## src/rtl/csa_pkg.sv

```systemverilog
// rtl/csa_pkg.sv - shared state encoding and default width for the carry-save sequential multiplier
package csa_pkg;

    localparam int CSA_WIDTH_DEFAULT = 24;

    typedef enum logic [1:0] {
        ST_IDLE    = 2'd0,
        ST_ACCUM   = 2'd1,
        ST_RESOLVE = 2'd2,
        ST_DONE    = 2'd3
    } csa_state_e;

endpackage

```

## src/rtl/csa_row.sv

```systemverilog
// rtl/csa_row.sv - N-bit combinational 3:2 compressor, carry vector pre-shifted left with the top carry dropped
module csa_row #(
    parameter int N = 48
) (
    input  logic [N-1:0] x_i,
    input  logic [N-1:0] y_i,
    input  logic [N-1:0] z_i,
    output logic [N-1:0] sum_o,
    output logic [N-1:0] carry_o
);

    // The majority of the top bit would land at weight 2^N; the product never needs it.
    logic [N-2:0] maj;

    assign maj     = (x_i[N-2:0] & y_i[N-2:0])
                   | (x_i[N-2:0] & z_i[N-2:0])
                   | (y_i[N-2:0] & z_i[N-2:0]);
    assign sum_o   = x_i ^ y_i ^ z_i;
    assign carry_o = {maj, 1'b0};

endmodule

```

## src/rtl/csa_seq_mult.sv

```systemverilog
// rtl/csa_seq_mult.sv - sequential unsigned multiplier, one carry-save row per cycle; CSA_SEQ_MULT_EARLY_EN enables early exit
module csa_seq_mult
    import csa_pkg::*;
#(
    parameter int WIDTH = CSA_WIDTH_DEFAULT
) (
    input  logic                 clk,
    input  logic                 rst_n,
    input  logic                 in_valid,
    output logic                 in_ready,
    input  logic [WIDTH-1:0]     in_a,
    input  logic [WIDTH-1:0]     in_b,
    output logic                 out_valid,
    input  logic                 out_ready,
    output logic [2*WIDTH-1:0]   out_p,
    output logic                 busy
);

    localparam int PW = 2 * WIDTH;

    csa_state_e      state_q;
    logic [PW-1:0]   a_sh_q;
    logic [WIDTH-1:0] b_q;
    logic [PW-1:0]   sum_q;
    logic [PW-1:0]   carry_q;
    logic [PW-1:0]   out_p_q;
    logic            in_ready_q;
    logic            out_valid_q;
    logic            busy_q;

    logic [PW-1:0]   pp;
    logic [PW-1:0]   sum_d;
    logic [PW-1:0]   carry_d;
    logic            last_row;

    // a_sh_q already sits at the weight of the multiplier bit in b_q[0].
    assign pp = b_q[0] ? a_sh_q : '0;

    csa_row #(.N(PW)) u_row (
        .x_i     (sum_q),
        .y_i     (carry_q),
        .z_i     (pp),
        .sum_o   (sum_d),
        .carry_o (carry_d)
    );

`ifdef CSA_SEQ_MULT_EARLY_EN
    // Remaining multiplier bits all zero: further rows would only add zero.
    assign last_row = (b_q[WIDTH-1:1] == '0);
`else
    localparam int CW = $clog2(WIDTH);
    logic [CW-1:0] cnt_q;

    assign last_row = (cnt_q == CW'(WIDTH - 1));

    // Row counter: index of the multiplier bit being compressed this cycle.
    always_ff @(posedge clk or negedge rst_n) begin
        if (!rst_n) begin
            cnt_q <= '0;
        end else if (state_q == ST_ACCUM) begin
            cnt_q <= cnt_q + 1'b1;
        end else begin
            cnt_q <= '0;
        end
    end
`endif

    // Control FSM with registered handshake outputs, plus operand and accumulator updates.
    always_ff @(posedge clk or negedge rst_n) begin
        if (!rst_n) begin
            state_q     <= ST_IDLE;
            a_sh_q      <= '0;
            b_q         <= '0;
            sum_q       <= '0;
            carry_q     <= '0;
            out_p_q     <= '0;
            in_ready_q  <= 1'b1;
            out_valid_q <= 1'b0;
            busy_q      <= 1'b0;
        end else begin
            case (state_q)
                ST_IDLE: begin
                    if (in_valid) begin
                        a_sh_q     <= PW'(in_a);
                        b_q        <= in_b;
                        sum_q      <= '0;
                        carry_q    <= '0;
                        in_ready_q <= 1'b0;
                        busy_q     <= 1'b1;
                        state_q    <= ST_ACCUM;
                    end
                end
                ST_ACCUM: begin
                    sum_q   <= sum_d;
                    carry_q <= carry_d;
                    a_sh_q  <= a_sh_q << 1;
                    b_q     <= b_q >> 1;
                    if (last_row) begin
                        state_q <= ST_RESOLVE;
                    end
                end
                ST_RESOLVE: begin
                    out_p_q     <= sum_q + carry_q;
                    out_valid_q <= 1'b1;
                    state_q     <= ST_DONE;
                end
                ST_DONE: begin
                    if (out_ready) begin
                        out_valid_q <= 1'b0;
                        in_ready_q  <= 1'b1;
                        busy_q      <= 1'b0;
                        state_q     <= ST_IDLE;
                    end
                end
                default: begin
                    state_q <= ST_IDLE;
                end
            endcase
        end
    end

    assign in_ready  = in_ready_q;
    assign out_valid = out_valid_q;
    assign busy      = busy_q;
    assign out_p     = out_p_q;

endmodule

```

## config.mk

```make
export PLATFORM = sky130hd
export DESIGN_NAME = csa_seq_mult
export DESIGN_NICKNAME = d
export VERILOG_FILES = /design/src/rtl/csa_pkg.sv /design/src/rtl/csa_row.sv /design/src/rtl/csa_seq_mult.sv
export SDC_FILE = /design/constraint.sdc
export NUM_CORES = 1
export LEC_CHECK = 0
export ABC_CLOCK_PERIOD_IN_PS = 3000
export CAP_MARGIN = 25
export CORE_MARGIN = 2
export CORE_UTILIZATION = 45
export CTS_CLUSTER_SIZE = 25
export DETAILED_ROUTE_END_ITERATION = 7
export PLACE_DENSITY = 0.66
export SYNTH_ARGS = -nofsm -noshare
export SYNTH_HDL_FRONTEND = slang
export SYNTH_SLANG_ARGS = --single-unit
```

## constraint.sdc

```tcl
create_clock -name clk -period 3 [get_ports clk]
set_input_delay 0.6 -clock clk [delete_from_list [all_inputs] [get_ports clk]]
set_output_delay 0.6 -clock clk [all_outputs]
set_load 0.01 [all_outputs]
```

==> summary.json <==
{
  "timing": {
    "relSlewSlack_pct": 54.8,
    "fmax_mhz": 340,
    "finalHoldViolCount": 0,
    "crit_path_time_final_ns": 2.94,
    "drv_slew": 0,
    "fin_setup_tns_ns": 0,
    "max_slew.worst_pin.slew_ns": 0.678,
    "layout_worst_path_cycle_share_pct": 98.1,
    "fin_skew_ns": 0.0124,
    "timing.final.setup_violations": 0,
    "layout_setup_ws_ns": 0.0584
  },
  "yosys": {
    "synth-warning-count": 0,
    "dominantRegCellSynth": "sky130_fd_sc_hd__dfrtp_1",
    "yosysUniqueCellTypes": 72,
    "synth_xor_area_share_pct": 3.32,
    "post-synth-top-area-fraction_pct": 44.3,
    "syn-num-nets": 1296,
    "synth_area_leaders": "sky130_fd_sc_hd__dfrtp_1, sky130_fd_sc_hd__a22o_1, sky130_fd_sc_hd__fa_1",
    "netlist_area_sq_um": 12700,
    "post_synth.cell_area_avg_sq_um": 11.0,
    "synth-edff-count": 0,
    "syn-instance-count": 1145,
    "synth_compound_gate_area_share_pct": 19.2,
    "synth_fa_ha_area_share_pct": 12.6,
    "synth_top_cell_by_area": "sky130_fd_sc_hd__dfrtp_1",
    "largest_family_of_logic_cells_by_synthesized_area": "compound AO/OA/AOI/OAI gates",
    "yosys-mux-area-fraction_pct": 7.33,
    "yosys.area_share.simple_pct": 9.63,
    "ys_async_sr_fraction_pct": 100,
    "synth.ff_latch_count": 225,
    "ys_seq_area_share_pct": 44.5
  },
  "global_routing": {
    "maximum_number_of_pins_on_one_net_before_global_route_repair": 73,
    "grt.overflow.total": 0,
    "initial_antenna_violation_count": 0,
    "global_route_wire_length_before_repair_um": 46100,
    "grt.total_usage_pct": 19.1,
    "grt_pass1_vias": 8957
  },
  "pwr": {
    "share_comb_of_total_power_pct": 37.2,
    "power_frac_seq_pct": 36.9,
    "p_per_area_nw_per_um2": 791,
    "power_switching_mw": 4.33,
    "maximum_vdd_drop_mv": 0.534,
    "power.leakage_nw": 7.14,
    "power_report.internal_total_mw": 7.62,
    "share_of_power_burned_in_the_clock_network_pct": 25.9,
    "power_switching_share_pct": 36.2
  },
  "run_status": {
    "status": "completed"
  },
  "critical_path": {
    "critical_path.max_fanout": 7,
    "path_common_cell": "sky130_fd_sc_hd__a21o_1",
    "crit_family": "compound AO/OA/AOI/OAI gates",
    "critPathKind": "register to register",
    "worst-path-buf-inv": 0,
    "start_kind": "register",
    "cp.required_ns": 3.41,
    "critical-path-slowest-cell": "sky130_fd_sc_hd__a2111oi_4",
    "end_kind": "register",
    "worstPathCellList": "ha_2 -> nand4_1 -> a211oi_2 -> nand4_2 -> a2111oi_4 -> o21ai_1 -> a21o_1 -> a21o_1 -> a31o_1",
    "stage_delay_of_the_slowest_cell_on_the_critical_path_ns": 0.50,
    "arrival_ns": 3.36
  },
  "clock_network": {
    "clkTransAtPathRegs_ns": 0.06,
    "cts.htree.levels": 1,
    "clock_latency_ns": 0.53,
    "postCtsHoldBufs": 0,
    "cts-root-buf": "sky130_fd_sc_hd__clkbuf_16",
    "cts-buffers-inserted": 27,
    "max-clock-path-buffers": 3,
    "tritoncts": "built",
    "clock-sinks": 225
  },
  "final_layout": {
    "fill_cells": 2389,
    "diodes": 0,
    "layout-drive-gt1-share_pct": 11.9,
    "register_area_sq_um": 5630,
    "finalNetCount": 1389,
    "mostFrequentLayoutCell": "sky130_fd_sc_hd__dfrtp_1",
    "area.growth.synth_to_final_pct": 19.4,
    "multi_input_area_sq_um": 6660,
    "most-common-layout-cells": "sky130_fd_sc_hd__dfrtp_1, sky130_fd_sc_hd__a22o_1, sky130_fd_sc_hd__clkdlybuf4s50_1"
  },
  "route": {
    "vias": 8892,
    "drt-pass1-iter-count": 5,
    "post_drt_wl_per_cell_um": 16.6,
    "vias_per_std_cell": 5.44,
    "route.antenna.remaining_nets": 0,
    "drt_first_iter_violations": 551,
    "drt-total-wl_um": 27200,
    "drc_errors": 0
  },
  "floorplan": {
    "fp.dieW_um": 172,
    "dieHeight_um": 172,
    "row_count": 61,
    "core_area_sq_um": 27700,
    "initial_utilization_pct": 45.7,
    "ios": 103,
    "dieArea_sq_um": 29500
  },
  "placed_design": {
    "hpwlAfterDp_um": 19600,
    "detailedPlace.worstSlack_ns": -0.00638,
    "port_buffers": 102,
    "globalplace.congestion": 0.863
  },
  "hold_path": {
    "hold_path.class": "primary input to asynchronous set/reset pin"
  },
  "job": {
    "drv.max_cap_violation_count": 0
  }
}
final cells by class:
cell class / count / share of cell area [%]
multi-input cells: 821 / 44.1
flip-flops and latches: 225 / 37.3
repair buffers: 138 / 9.33
clock buffers: 42 / 5.18
well taps: 378 / 3.13
inverters: 25 / 0.621
clock inverters: 6 / 0.365
layer usage:
layer | vias to the layer above | track usage [%] | wire [um]
met5 | - | 0 | 0
met1 | 4350 | 28.1 | 13200
met4 | 0 | 4.16 | 429
li1 | 4306 | - | -
met3 | 31 | 4.16 | 1640
met2 | 205 | 28.9 | 11900
state kept, by name (all words and copies together), names as in the netlist:
| register | cells |
|---|---|
| carry_q | 47 |
| a_sh_q | 48 |
| out_valid | 1 |
| cnt_q | 5 |
| b_q | 24 |
| out_p | 48 |
| state_q | 2 |
| sum_q | 48 |
| in_ready | 1 |
| busy | 1 |
cell usage after synthesis, types with 4 or more instances:
cell / n
sky130_fd_sc_hd__a21o_1: 20
sky130_fd_sc_hd__fa_1: 47
sky130_fd_sc_hd__a22o_1: 116
sky130_fd_sc_hd__ha_1: 52
sky130_fd_sc_hd__mux2i_1: 48
sky130_fd_sc_hd__nor2_1: 37
sky130_fd_sc_hd__nand2_1: 94
sky130_fd_sc_hd__dfrtp_1: 224
sky130_fd_sc_hd__a21oi_1: 60
sky130_fd_sc_hd__a31oi_1: 7
sky130_fd_sc_hd__o21bai_1: 6
sky130_fd_sc_hd__and2_1: 51
sky130_fd_sc_hd__nand4_1: 19
sky130_fd_sc_hd__clkbuf_1: 58
sky130_fd_sc_hd__nor2b_1: 7
sky130_fd_sc_hd__nor3_1: 5
sky130_fd_sc_hd__inv_1: 25
sky130_fd_sc_hd__buf_2: 6
sky130_fd_sc_hd__o21ai_0: 84
sky130_fd_sc_hd__o21ai_1: 7
sky130_fd_sc_hd__or3_1: 4
sky130_fd_sc_hd__o21a_1: 4
sky130_fd_sc_hd__xnor2_1: 27
sky130_fd_sc_hd__xor2_1: 21
sky130_fd_sc_hd__nand3_1: 10
sky130_fd_sc_hd__mux2_2: 37
timing repair:
action / CTS / global route
setup endpoints to repair: 5 / 16
buffers inserted: 0 / 3
gates resized for setup: 1 / 12
pin swaps: 1 / 5
logic make-up after synthesis:
kind of cell / Yosys count
AND/OR/NAND/NOR: 246
buffers and inverters: 99
adder cells (fa/ha/maj): 99
multiplexers: 87
AO/OA/AOI/OAI: 341
flip-flops: 225
XOR/XNOR: 48
stage by stage:
| step | hold slack [ns] | std cells | util (%) | total power [mW] | cell area, sq um |
|---|---|---|---|---|---|
| after CTS | 0.0460 | 1632 | 54.3 | 12.1 | 15000 |
| after global placement | 0.447 | 1584 | 51.2 | 8.81 | 14200 |
| after global routing | 0.0611 | 1635 | 54.5 | 12.8 | 15100 |
| final | 0.0115 | 1635 | 54.5 | 12.0 | 15100 |
| after floorplan | 0.304 | 1145 | - | 7.35 | 12700 |
| after detailed placement | 0.452 | 1584 | 51.2 | 8.91 | 14200 |
power groups by stage:
stage | Clock (mW) | Combinational, mW | Sequential (mW)
after floorplan | 0 | 3.00 | 4.35
after global placement | 0 | 4.37 | 4.43
after detailed placement | 0 | 4.45 | 4.47
after CTS | 3.17 | 4.47 | 4.43
after global routing | 3.30 | 4.94 | 4.53
final | 3.09 | 4.44 | 4.41
final timing paths:
path                                              start                endpoint  slack [ns]  cells past startpoint
worst max register to register  carry_q[11]$_DFFE_PN0P_   out_p[44]$_DFFE_PN0P_        0.06                      9
worst min register to register       cnt_q[0]$_DFF_PN0_      cnt_q[0]$_DFF_PN0_        0.46                      1
min in group clk                     cnt_q[0]$_DFF_PN0_      cnt_q[0]$_DFF_PN0_        0.46                      1
worst max-delay path            carry_q[11]$_DFFE_PN0P_   out_p[44]$_DFFE_PN0P_        0.06                      9
max in group asynchronous                         rst_n  a_sh_q[32]$_DFFE_PN0P_        2.21                      2
worst min-delay path                              rst_n   a_sh_q[8]$_DFFE_PN0P_        0.01                      1
No activity file was read; power rests on OpenSTA's default activity.
